===== src/rtl/stream_rr_arbiter.sv =====
// rtl/stream_rr_arbiter.sv - round-robin stream arbiter with registered output stage
// Optional packet locking is enabled by defining STREAM_ARB_PKT_LOCK_EN; when it is
// undefined every beat is arbitrated on its own and req_last is only forwarded.
module stream_rr_arbiter #(
    parameter  int DW   = 32,
    parameter  int NREQ = 4,
    localparam int IDW  = $clog2(NREQ)
) (
    input  logic                 clk,
    input  logic                 rst_n,
    input  logic [NREQ-1:0]      req_valid,
    input  logic [NREQ*DW-1:0]   req_data,
    input  logic [NREQ-1:0]      req_last,
    output logic [NREQ-1:0]      req_ready,
    output logic                 down_valid,
    output logic [DW-1:0]        down_data,
    output logic                 down_last,
    output logic [IDW-1:0]       down_id,
    input  logic                 down_ready
);

    logic            stage_ready;
    logic            xfer;
    logic            grant_valid;
    logic [IDW-1:0]  grant;
    logic [IDW-1:0]  cand;
    logic [IDW-1:0]  ptr;
    logic [DW-1:0]   req_word [NREQ];
    logic [DW-1:0]   sel_data;
    logic            sel_last;

    // The output register can accept a new beat when it is empty or being drained.
    assign stage_ready = !down_valid || down_ready;

    genvar gi;
    generate
        for (gi = 0; gi < NREQ; gi++) begin : g_req
            assign req_word[gi]  = req_data[gi*DW +: DW];
            // Ready is held low while reset is asserted so nothing is consumed upstream.
            assign req_ready[gi] = rst_n && stage_ready && grant_valid && (grant == IDW'(gi));
        end
    endgenerate

    assign sel_data = req_word[grant];
    assign sel_last = req_last[grant];
    assign xfer     = |(req_valid & req_ready);

`ifdef STREAM_ARB_PKT_LOCK_EN
    typedef enum logic {
        ST_IDLE   = 1'b0,
        ST_LOCKED = 1'b1
    } state_t;

    state_t          state;
    state_t          state_nxt;
    logic [IDW-1:0]  lock_id;

    // State register: reset always discards any packet in progress.
    always_ff @(posedge clk) begin
        if (!rst_n) begin
            state <= ST_IDLE;
        end else begin
            state <= state_nxt;
        end
    end

    // Next state: lock on the first beat of a multi-beat packet, unlock on its last beat.
    always_comb begin
        state_nxt = state;
        case (state)
            ST_IDLE:   if (xfer && !sel_last) state_nxt = ST_LOCKED;
            ST_LOCKED: if (xfer && sel_last)  state_nxt = ST_IDLE;
            default:   state_nxt = ST_IDLE;
        endcase
    end

    // Round-robin pointer moves only when a packet completes; lock_id records the packet owner.
    always_ff @(posedge clk) begin
        if (!rst_n) begin
            ptr     <= IDW'(NREQ - 1);
            lock_id <= '0;
        end else if (xfer) begin
            if (state == ST_IDLE && !sel_last) begin
                lock_id <= grant;
            end
            if (sel_last) begin
                ptr <= grant;
            end
        end
    end
`else
    // Round-robin pointer follows every transferred beat since beats are arbitrated independently.
    always_ff @(posedge clk) begin
        if (!rst_n) begin
            ptr <= IDW'(NREQ - 1);
        end else if (xfer) begin
            ptr <= grant;
        end
    end
`endif

    // Grant: first valid requester after ptr with wrap-around; a held lock overrides the search.
    always_comb begin
        grant_valid = 1'b0;
        grant       = '0;
        cand        = '0;
        // Walk from the farthest candidate back to the nearest so the nearest valid one wins.
        for (int k = NREQ; k >= 1; k--) begin
            cand = IDW'((int'(ptr) + k) % NREQ);
            if (req_valid[cand]) begin
                grant_valid = 1'b1;
                grant       = cand;
            end
        end
`ifdef STREAM_ARB_PKT_LOCK_EN
        if (state == ST_LOCKED) begin
            grant_valid = 1'b1;
            grant       = lock_id;
        end
`endif
    end

    // Output valid: refill or empty the stage whenever it can advance, otherwise hold.
    always_ff @(posedge clk) begin
        if (!rst_n) begin
            down_valid <= 1'b0;
        end else if (stage_ready) begin
            down_valid <= xfer;
        end
    end

    // Output payload, last flag and source id load on an upstream transfer; they carry no reset.
    always_ff @(posedge clk) begin
        if (stage_ready && xfer) begin
            down_data <= sel_data;
            down_last <= sel_last;
            down_id   <= grant;
        end
    end

endmodule

===== config.mk =====
export PLATFORM = sky130hd
export DESIGN_NAME = stream_rr_arbiter
export DESIGN_NICKNAME = d
export VERILOG_FILES = /design/src/rtl/stream_rr_arbiter.sv
export SDC_FILE = /design/constraint.sdc
export NUM_CORES = 1
export LEC_CHECK = 0
export ABC_AREA = 1
export CORE_MARGIN = 5
export CORE_UTILIZATION = 35
export CTS_CLUSTER_SIZE = 12
export DETAILED_ROUTE_END_ITERATION = 12
export PLACE_DENSITY = 0.78
export SYNTH_ARGS = -nofsm -noshare
export SYNTH_HDL_FRONTEND = slang
export SYNTH_SLANG_ARGS = --single-unit

===== constraint.sdc =====
create_clock -name clk -period 2.9 [get_ports clk]
set_clock_uncertainty 0.2 [all_clocks]
set_input_delay 0.87 -clock clk [delete_from_list [all_inputs] [get_ports clk]]
set_output_delay 0.87 -clock clk [all_outputs]
set_load 0.1 [all_outputs]

# == After elaboration in Yosys (flattened, before gate mapping) ==
# Cells that the tools add are included.
# word_totals
regBits,38
# classes
n_addsub,4
order_cmp,6
eq_ne,3
muxes,21
n_bitwise,2
n_reduce_logical,11
# op_table
op,n
binary-select mux 32 bit (select 2 bit),1
two-way mux 32 bit,2
"less-than comparator 2 x 3 -> 1 bit, second input constant",5
binary-select mux 1 bit (select 2 bit),5
two-way mux 1 bit,9
two-way mux 2 bit,4
logical AND 1 bit,7
"adder 2 x 1 -> 2 bit, second input constant",2
"adder 2 bit, second input constant",2
AND 4 bit,1
"== test 2 bit, second input constant",2
OR reduction 4 bit,1
"greater-or-equal comparator 3 bit, second input constant",1
inverter 2 -> 3 bit,1
"== test 2 x 1 -> 1 bit, second input constant",1
logical NOT 2 bit,1
logical NOT 1 bit,1
logical OR 1 bit,1

# == Depth between registers and ports, before layout ==
# logic_depth
depth_word,12
mapped_depth,15
depth_no_buf,13

# == Worst setup path before layout ==
# Ideal clock, no wire load.
# synth_timing
path_kind,input to output
from,input port req_valid[3]
to,output port req_ready[2]
t_arrival_ps,3704
required_ps,1830
slack_ps,-1874
stages,9
cell_sequence,inv_1 -> o21ai_2 -> nand2_1 -> nand2_1 -> nand4_1 -> nand2_2 -> inv_2 -> buf_2 -> nor3_1
# synth_via
elab_chain_len,8
word_cells_on_any_way,19
# synth_rtl
item,line,source
"start, declared",11,"input logic [NREQ-1:0] req_valid,"
binary-select mux 1 bit (select 2 bit),110,if (req_valid[cand]) begin
two-way mux 1 bit (not written as such),110,
two-way mux 2 bit or two-way mux 1 bit (tied branches) (4 in series),110,
== test 2 bit or logical AND 1 bit (tied branches),40,assign req_ready[gi] = rst_n && stage_ready && grant_valid && (grant == IDW'(gi));
logical AND 1 bit (*),40,
"end, declared",14,"output logic [NREQ-1:0] req_ready,"
# Mark *: on every way between the ends. The rest lies on a longest branch, timed or not. The select of a mux whose other input is x is not followed.

# == Worst setup path after layout ==
# layout_timing
from,input port req_valid[3]
to,output port req_ready[3]
# Same word-level chain as after synthesis.

==> metrics.md <==
| Metric | Value |
|---|---|
| Outcome | complete, but fails checks |
| Failing checks | setup timing |
| WL met2 | 5200 µm |
| Worst setup SP type | primary input |
| Top_reg_cell synth | edfxtp_1 |
| Mean Syn Cell Area | 6.69 µm² |
| Layout cells sized above 1 | 18.6% |
| Worst-Margin Slew | about 0.74 ns |
| Clock latency on the worst-skew pair | about 0.28 ns |
| Worst EP arrival | 2.07 ns |
| Initial Utilization | 35.7% |
| Worst Hold Path EP | ptr[1] |
| Post-CTS Hold Fix Bufs | 0 |
| Peak Freq | roughly 320 MHz |
| Std-Cell Core Area | around 8600 µm² |
| Fin. max-slew vios | 0 |
| Post-DP HPWL | between 7000 and 8000 µm |
| Share of the synthesized area in the top cell type | about 34% |
| Drt first pass iters | 4 |
| Row cnt | 34 |
| Final Hold Fails | 0 |
| Synth Register Bits | 38 |
| Static Leak | 2.60 nW |
| Antenna diodes | 0 |
| Via/cell ratio | 4.73 |
| CTS root buffer | clkbuf_8 |
| Syn Inst Count | roughly 460 |
| Reg2Reg Launch Point | ptr[0] |
| Top cells by area, synth | edfxtp_1 34%, nand2_1 22%, nand3_1 15% |
| Wire length of the first global-routing pass | 16600 µm |
| Worst hold path startpoint | ptr[1] |
| P&R area growth vs syn | 67.0% |
| Post-Route M1 WL | 4040 µm |
| Crit-path max FO | 4 |
| Final Critical Period | 3.14 ns |
| Pwr/cell area | 707 nW/µm² |
| Die Y-Extent | 104 µm |
| Crit-path cells | buf_8 -> inv_12 -> o21ai_4 -> nand2_2 -> nand2_2 -> nand2_4 -> nand2_4 -> nand2_4 -> nand2_8 -> inv_8 -> nor3_4 -> buf_12 |
| Synth Cell Area | 3090 µm² |
| Setup violators final | 4 |
| CP max-delay cell | buf_12 |
| PortBufs | 178 |
| Critical path required time | 1.83 ns |
| Most used cell, CP | nand2_4 |
| Filler Cell Count | between 700 and 800 |
| Sequential-to-total area share from yosys stat | 36.0% |
| CTS Buffer Depth | 2 |
| TritonCTS buffer count | 5 |
| Crit Path Category | in2out |
| Fraction of registers with async set/reset | 0% |
| Fin worst setup slack | -0.244 ns |
| Vias in the first global route | 3576 |
| Top Metal Used | met4 |
| Slew margin rel. | 50.7% |
| Total Die Area | about 11000 µm² |
| Gp weighted congestion | roughly 0.85 |
| Die width | 104 µm |
| Hold Path Depth | 2 |
| I/O Pins | approximately 180 |
| Number of remaining DRC errors | 0 |
| Util after Layout | 59.7% |
| Largest net degree at the start of global routing | between 60 and 70 |
| Synth unique cells | 27 |
| Warnings, synthesis | 0 |
| Routed len/inst | around 13 µm |
| CTS Sinks | 38 |
| Final worst-path cycle share | 108% |
| Crit path largest cell delay | about 0.2 ns |
| Hold Path Class | reg2reg |
| Unrepaired setup endpoints after global routing | yes |
| CP Capture Type | output port |
| Synth Net Count | 600 |
| Final Power | 3.64 mW |
| Initial DRC Count | 192 |
| CTS tree | built |
| EDFF count, synth | 35 |
| Max-cap violations | 0 |
| Cell taking the most area after synthesis | edfxtp_1 |
| Peak supply drop | 0.384 mV |
| Placed cells | 735 |
| Non-filler cells, final | 747 |
| Via count | roughly 3.5k |
| Met3 wire len | 606 µm |
| Initial antenna violation count | 0 |
| R2R cell count | 14 |
| Total grt overflow | 0 |
| R2r setup slk | 0.23 ns |
| Reg2reg end | down_data[16] |
| H-tree depth | 2 |
| Clk slew on worst S/H paths | 0.08 ns |
| Total GRT Usage | 18.2% |
| Final nets | 777 |
| ANT nets after route | 0 |
| Hold slack | between 0.3 and 0.4 ns |
| Total Wirelength | 10100 µm |
==> cells in the final DEF (no fill, tap or decap) <==
cell / instances
edfxtp_1: 35
nand3_4: 1
nand2_1: 173
clkinv_2: 1
o21ai_0: 1
a21oi_1: 3
nand2_2: 11
o21ai_1: 1
and2_4: 2
buf_2: 1
inv_8: 2
nand3_1: 94
inv_12: 1
buf_12: 6
inv_4: 2
dfxtp_1: 2
nand3_2: 8
clkbuf_8: 5
nand4_1: 1
o21ai_4: 1
clkinv_1: 1
nor2_4: 2
buf_8: 1
nor2_1: 2
nor3_4: 4
clkbuf_1: 1
inv_2: 3
buf_6: 3
dfxtp_2: 1
nand2_8: 1
inv_1: 72
nand2_4: 10
clkdlybuf4s50_1: 134
buf_4: 53
==> metal layers <==
layer | up-vias | global-route usage, %
met1 | 1607 | 20.9
met2 | 128 | 33.5
met3 | 18 | 3.23
li1 | 1783 | -
met5 | - | 0
met4 | 0 | 6.38
==> what timing repair did <==
action	4_1_cts	5_1_grt
setup buffers	3	1
gates resized for setup	43	8
pin swaps	24	8
setup endpoints to repair	37	4
==> synthesized netlist by cell type (7+ instances only) <==
| master | number |
|---|---|
| buf_2 | 12 |
| nand3_1 | 95 |
| edfxtp_1 | 35 |
| nand2_2 | 9 |
| inv_1 | 76 |
| nand3_2 | 7 |
| buf_6 | 9 |
| nand2_1 | 184 |
==> area by class of cell <==
cell class / instances / area [µm²] / area share (%)
sequential: 38 / 1110 / 21.6
clock buffer: 6 / 72.6 / 1.41
clock inverter: 2 / 8.76 / 0.170
inverter: 80 / 333 / 6.46
timing repair buffer: 198 / 1910 / 37.1
tap: 108 / 135 / 2.62
multi-input combinational: 315 / 1580 / 30.6
==> worst max-delay path by stage <==
stage                       from            to  slack, ns  cells after the start
detailed placement  req_valid[3]  req_ready[3]      -0.90                     10
CTS                 req_valid[3]  req_ready[2]      -0.25                     10
global placement    req_valid[3]  req_ready[3]      -0.86                     10
finish              req_valid[3]  req_ready[3]      -0.24                     12
global route        req_valid[3]  req_ready[1]      -0.32                     12
floorplan           req_valid[3]  req_ready[2]      -0.64                      9
==> power breakdown <==
group	leakage [nW]	internal (mW)	switching, mW
clock	0.0426	0.166	0.186
sequential	0.362	0.790	0.0367
combinational	2.19	0.742	1.73
==> kinds of logic after synthesis <==
logic type	synth area share [%]
flip-flops	36.0
AO/OA/AOI/OAI	1.09
AND/OR/NAND/NOR	45.4
buffers and inverters	17.5
==> through the flow <==
stage               setup slack, ns  instance area (µm²)  TNS, ns
finish                       -0.244                 5150   -0.933
CTS                          -0.253                 5120   -0.968
global placement             -0.857                 4940   -27.52
floorplan                    -0.640                 3180    -2.69
detailed placement           -0.900                 4940   -31.01
global route                 -0.319                 5150    -1.19
==> critical path: cells and delay by family <==
family	cells	cell delay, ns
compound gates	1	0.15
buf+inv	4	0.37
simple gates	7	0.67
==> flip-flops by register name, summed over array words and instances (netlist names) <==
name        flops
down_valid      1
down_last       1
down_data      32
down_id         2
ptr             2
Note: power is estimated with default switching activity, not from simulation.
